<file path="src/rtl/tff_ctrl_pkg.sv">
// Shared definitions for the toggle-flop counter sequencer: FSM state
// encoding and counting-direction constants.
package tff_ctrl_pkg;

  typedef enum logic [1:0] {
    ST_IDLE  = 2'b00,
    ST_RUN   = 2'b01,
    ST_PAUSE = 2'b10,
    ST_DONE  = 2'b11
  } state_e;

  localparam logic DIR_UP   = 1'b1;
  localparam logic DIR_DOWN = 1'b0;

endpackage

</file>
<file path="src/rtl/tff_bank.sv">
// Bank of W synchronous toggle flip-flops; each stage flips when its T bit
// is set and clears on the active-low synchronous reset.
module tff_bank #(
  parameter int W = 4
) (
  input  logic         clk1,
  input  logic         s_reset,
  input  logic [W-1:0] t,
  output logic [W-1:0] q
);

  logic [W-1:0] q_q;
  logic [W-1:0] q_d;

  always_comb begin
    q_d = q_q ^ t;
  end

  for (genvar i = 0; i < W; i++) begin : g_stage
    always_ff @(posedge clk1) begin
      if (!s_reset) begin
        q_q[i] <= 1'b0;
      end else begin
        q_q[i] <= q_d[i];
      end
    end
  end

  assign q = q_q;

endmodule

</file>
<file path="src/rtl/tff_count_ctrl.sv">
// Sequencer for a toggle-flop counter: decides each cycle which stages of the
// bank toggle to step, load, hold or clear the count.
module tff_count_ctrl
  import tff_ctrl_pkg::*;
#(
  parameter int W = 4
) (
  input  logic         clk1,
  input  logic         s_reset,
  input  logic         start,
  input  logic         pause,
  input  logic         clear,
  input  logic         up_dn,
  input  logic         cont,
  input  logic [W-1:0] limit,
  output logic [W-1:0] count,
  output logic         busy,
  output logic         done,
  output logic         wrap
);

  state_e       state_q, state_d;
  logic         up_q, up_d;
  logic         cont_q, cont_d;
  logic [W-1:0] limit_q, limit_d;
  logic         busy_q, busy_d;
  logic         done_q, done_d;
  logic         wrap_q, wrap_d;

  logic [W-1:0] q;
  logic [W-1:0] t;
  logic [W-1:0] step_t;
  logic [W-1:0] run_start_val;
  logic [W-1:0] new_start_val;
  logic [W-1:0] term_val;
  logic         at_term;

  tff_bank #(.W(W)) u_bank (
    .clk1    (clk1),
    .s_reset (s_reset),
    .t       (t),
    .q       (q)
  );

  // Single-step toggles: up flips bit i when all lower bits are 1, down when
  // all lower bits are 0.
  always_comb begin : step_gen
    logic ones_below;
    logic zeros_below;
    step_t      = '0;
    ones_below  = 1'b1;
    zeros_below = 1'b1;
    for (int i = 0; i < W; i++) begin
      step_t[i]   = (up_q == DIR_UP) ? ones_below : zeros_below;
      ones_below  = ones_below & q[i];
      zeros_below = zeros_below & ~q[i];
    end
  end

  always_comb begin
    run_start_val = (up_q == DIR_DOWN) ? limit_q : '0;
    new_start_val = (up_dn == DIR_DOWN) ? limit : '0;
    term_val      = (up_q == DIR_UP) ? limit_q : '0;
    at_term       = (q == term_val);
  end

  always_comb begin
    state_d = state_q;
    up_d    = up_q;
    cont_d  = cont_q;
    limit_d = limit_q;
    done_d  = 1'b0;
    wrap_d  = 1'b0;
    t       = '0;

    if (clear) begin
      t       = q;
      state_d = ST_IDLE;
    end else begin
      unique case (state_q)
        ST_IDLE, ST_DONE: begin
          if (start) begin
            up_d    = up_dn;
            cont_d  = cont;
            limit_d = limit;
            t       = q ^ new_start_val;
            state_d = ST_RUN;
          end
        end
        ST_RUN: begin
          if (pause) begin
            state_d = ST_PAUSE;
          end else if (at_term) begin
            if (cont_q) begin
              t      = q ^ run_start_val;
              wrap_d = 1'b1;
            end else begin
              done_d  = 1'b1;
              state_d = ST_DONE;
            end
          end else begin
            t = step_t;
          end
        end
        ST_PAUSE: begin
          if (!pause) begin
            state_d = ST_RUN;
          end
        end
        default: begin
          state_d = ST_IDLE;
        end
      endcase
    end

    busy_d = (state_d == ST_RUN) || (state_d == ST_PAUSE);
  end

  always_ff @(posedge clk1) begin
    if (!s_reset) begin
      state_q <= ST_IDLE;
      up_q    <= DIR_UP;
      cont_q  <= 1'b0;
      limit_q <= '0;
      busy_q  <= 1'b0;
      done_q  <= 1'b0;
      wrap_q  <= 1'b0;
    end else begin
      state_q <= state_d;
      up_q    <= up_d;
      cont_q  <= cont_d;
      limit_q <= limit_d;
      busy_q  <= busy_d;
      done_q  <= done_d;
      wrap_q  <= wrap_d;
    end
  end

  assign count = q;
  assign busy  = busy_q;
  assign done  = done_q;
  assign wrap  = wrap_q;

endmodule

</file>
<file path="config.mk">
export PLATFORM = sky130hd
export DESIGN_NAME = tff_count_ctrl
export DESIGN_NICKNAME = d
export VERILOG_FILES = /design/src/rtl/tff_ctrl_pkg.sv /design/src/rtl/tff_bank.sv /design/src/rtl/tff_count_ctrl.sv
export SDC_FILE = /design/constraint.sdc
export NUM_CORES = 1
export LEC_CHECK = 0
export ABC_CLOCK_PERIOD_IN_PS = 2100
export CORE_ASPECT_RATIO = 0.9
export CORE_UTILIZATION = 51
export DETAILED_ROUTE_END_ITERATION = 10
export MAX_ROUTING_LAYER = met4
export PLACE_DENSITY = 0.77
export SKIP_CTS_REPAIR_TIMING = 1
export SLEW_MARGIN = 0
export SYNTH_ARGS = -nofsm -noshare
export SYNTH_HDL_FRONTEND = slang
export SYNTH_SLANG_ARGS = --single-unit
export TNS_END_PERCENT = 1
</file>
<file path="constraint.sdc">
create_clock -name clk1 -period 2.1 [get_ports clk1]
set_input_delay 0.21 -clock clk1 [delete_from_list [all_inputs] [get_ports clk1]]
set_output_delay 0.21 -clock clk1 [all_outputs]
set_load 0.02 [all_outputs]
</file>
==> impl_metrics.tcl <==
set metrics [dict create \
    effective_utilization_at_floorplan_pct 54.6 \
    arrival_ns 2.10 \
    register_bit_total_from_synthesis 15 \
    rsz0062_at_grt "false" \
    cts_tree "built" \
    postSynthAreaPerCell_um2 8.56 \
    count_of_maximum_capacitance_violations 0 \
    netlist-cell-type-count 37 \
    yosys_warnings 0 \
    grt-ovfl-total 0 \
    outcome "completed" \
    seq_area_frac_synth_pct 28.7 \
    multi_input_comb_area_um2 701 \
    fmaxAchievable_mhz 529 \
    detailroute.via_count 928 \
    detail_route.wl_per_cell_um 13.7 \
    critical_path_buf_inv_count 1 \
    number_of_enable_flip_flop_cells_after_synthesis 0 \
    area.growth.synth_to_final_pct 19.9 \
    coreArea_mm2 0.00191 \
    cts_made_buffers 3 \
    grt_pass1_wl_mm 3.73 \
    maximum_clock_path_buffer_count 2 \
    buffer_ports.inserted 17 \
    timing_max_transition_violations_final 0 \
    clock_sinks 15 \
    finalCritPeriodShare_pct 90.0 \
    place_hpwl_mm 1.68 \
    drive_above_1_share_pct 8.70 \
    post-place-cells 159 \
    combPwrFrac_pct 24.0 \
    power_switching_share_pct 29.2 \
    routabilityCongestion 0.795 \
    ctsRootBufferMaster "sky130_fd_sc_hd__clkbuf_4" \
    fin_setup_tns_ns 0 \
    clock_insertion_delay_worst_skew_ns 0.29 \
    viasPerCell 5.69 \
    power_density_mw_per_mm2 507 \
    power_leakage_nw 0.480 \
    num_io_pins 18 \
    max-slew-margin-rel_pct 75.4 \
    cells_after_synthesis 122 \
    postLayoutCoreUtil_pct 65.4 \
    setup-violations-final 0 \
    route.layer.met1.wl_mm 1.13 \
    rows 15 \
    start_kind "flip-flop" \
    worst_clock_skew_ns 0.000537 \
    internal_power_mw 0.450 \
    route.final.wire_length_mm 2.23 \
    fraction_of_power_consumed_by_sequential_logic_pct 49.4 \
    antenna_cells 0 \
    timing.critical_path.to_type "flip-flop" \
    cp_max_fo 6 \
    met3_length_um 94 \
    die_footprint_mm2 0.00223 \
    detail_route.iter0.violations 20 \
    grt.total_usage_pct 22.9 \
    crit_chain "inv_1 -> ha_1 -> nand2_1 -> or2_2 -> nor3b_1 -> a221oi_1 -> nor3_1" \
    route.met2.wl_um 971 \
    synth.net_count 136 \
    netSwitchingPower_mw 0.185 \
    dpl_worst_slack_ns 0.179 \
    grt_pass1_vias 836 \
    timing.critical_path.required_ns 2.31 \
    cp_slowest_stage_delay_ns 0.38 \
    crit_type "reg2reg" \
    ys_async_sr_fraction_pct 0 \
    detail_route.first_pass.iterations 4 \
    highest_routed_layer "met4" \
    layout.filler_cells 175 \
    cts.clk_slew.worst_paths_ns 0.09 \
    design.final.nets 153 \
    fin_ws_ns 0.209 \
    layout.cells.non_filler 163 \
    floorplan.die.width_um 49.7 \
    post_synth_instance_area_mm2 0.00104 \
    ff_latch_area_um2 302 \
    critical_path.top_delay_family "simple AND/OR/NAND/NOR gates" \
    maximum_vdd_ir_drop_mv 0.357 \
    initial_antenna_violation_count 0 \
    crit_slowest_cell "sky130_fd_sc_hd__dfxtp_1" \
    fin_crit_ns 1.89 \
    finalInstanceArea_mm2 0.00125 \
    drcViolationCount 0 \
    timing.hold.worst.class "in2reg" \
    ys_dominant_reg_cell "sky130_fd_sc_hd__dfxtp_1" \
    maximum_number_of_pins_on_one_net_before_global_route_repair 17 \
    worst_slew_pin_slew_ns 0.368 \
    power.clock.fraction_pct 26.5 \
    routed_antenna_nets 0 \
    die_y_um 44.9 \
    placed_area_mm2 0.00122 \
    final-hold-violation-count 0 \
    cts_htree_levels 1 \
]
-- cells in the mapped netlist (2+ instances only) --
master | n | area (um^2)
sky130_fd_sc_hd__dfxtp_1 | 15 | 300
sky130_fd_sc_hd__mux2i_1 | 9 | 90.1
sky130_fd_sc_hd__nand2b_1 | 8 | 50.1
sky130_fd_sc_hd__nor2_1 | 8 | 30.0
sky130_fd_sc_hd__nor2b_1 | 8 | 50.1
sky130_fd_sc_hd__xnor2_1 | 8 | 70.1
sky130_fd_sc_hd__nand2_1 | 7 | 26.3
sky130_fd_sc_hd__nor3_1 | 6 | 30.0
sky130_fd_sc_hd__and3_1 | 4 | 25.0
sky130_fd_sc_hd__o21ai_0 | 4 | 20.0
sky130_fd_sc_hd__a21oi_1 | 3 | 15.0
sky130_fd_sc_hd__a221oi_1 | 3 | 26.3
sky130_fd_sc_hd__buf_2 | 3 | 15.0
sky130_fd_sc_hd__ha_1 | 3 | 37.5
sky130_fd_sc_hd__nor3b_1 | 3 | 22.5
sky130_fd_sc_hd__or2_2 | 3 | 18.8
sky130_fd_sc_hd__a211oi_1 | 2 | 15.0
sky130_fd_sc_hd__a2bb2oi_1 | 2 | 17.5
sky130_fd_sc_hd__and2_1 | 2 | 12.5
sky130_fd_sc_hd__inv_1 | 2 | 7.51
sky130_fd_sc_hd__nand4_1 | 2 | 12.5
sky130_fd_sc_hd__xor2_1 | 2 | 17.5
-- sequential cells by signal (all words and copies together), names as in the netlist --
name,flops
busy,1
cont_q,1
done,1
limit_q,4
state_q,2
u_bank.q,4
up_q,1
wrap,1
-- final timing paths --
kind / startpoint / depth (start not counted) / slack [ns] / end
worst min-delay path: cont / 3 / 0.53 / cont_q
worst max register to register: state_q[0] / 7 / 0.21 / u_bank.q[1]
worst max-delay path: state_q[0] / 7 / 0.21 / u_bank.q[1]
worst min register to register: cont_q / 1 / 0.56 / done
-- cell families after synthesis --
| group | synth area share, % |
|---|---|
| simple gates | 30.8 |
| flops | 28.7 |
| compound gates | 15.2 |
| xor+xnor | 8.38 |
| mux | 8.62 |
| buf+inv | 4.67 |
| fa+ha+maj | 3.59 |
-- placed cells by master (no fill, tap or decap), drive strengths merged, types with 2 or more instances in the layout --
master         netlist  layout
nor2b                8       8
buf                  6       2
nand4                2       2
and2                 2       2
or2                  3       3
ha                   3       3
a211oi               2       2
clkdlybuf4s50        0      17
nor3                 6       6
a221oi               3       3
nand2b               8       8
xnor2                8       8
a2bb2oi              2       2
and3                 4       4
dfxtp               15      15
nor2                 8       8
nand2                7       7
xor2                 2       2
clkbuf               1       4
o21ai                4       4
mux2i                9       9
a21oi                3       3
inv                  2       2
a22oi                2       2
nor3b                3       3
-- per-layer routing --
layer / vias up / global-route usage [%]
li1: 462 / -
met1: 429 / 31.2
met2: 32 / 34.6
met3: 5 / 3.03
met4: 0 / 8.57
met5: - / -
-- tightest hold or removal path, delay by kind of cell --
kind	cells	cell delay (ns)
and+or+nand+nor	1	0.05
muxes	1	0.12
buffers and inverters	1	0.39
-- power groups by stage --
| stage | clock (mW) | combinational [mW] | sequential (mW) |
|---|---|---|---|
| after floorplan | 0 | 0.106 | 0.315 |
| after global placement | 0 | 0.146 | 0.318 |
| after detailed placement | 0 | 0.150 | 0.320 |
| after CTS | 0.171 | 0.151 | 0.313 |
| after global routing | 0.188 | 0.166 | 0.316 |
| final | 0.169 | 0.153 | 0.314 |
-- through the flow --
step                      power (mW)  hold WS, ns
after global placement         0.464        0.544
after detailed placement       0.469        0.537
after floorplan                0.421        0.272
after CTS                      0.635        0.531
final                          0.635        0.528
after global routing           0.670        0.572
-- layout make-up --
cell class | instances | share of cell area (%)
flip-flops and latches | 15 | 24.1
multi-input cells | 98 | 55.9
well taps | 25 | 2.50
repair buffers | 19 | 14.8
inverters | 2 | 0.599
clock buffers | 4 | 2.10
Note: power is estimated with default switching activity, not from simulation.
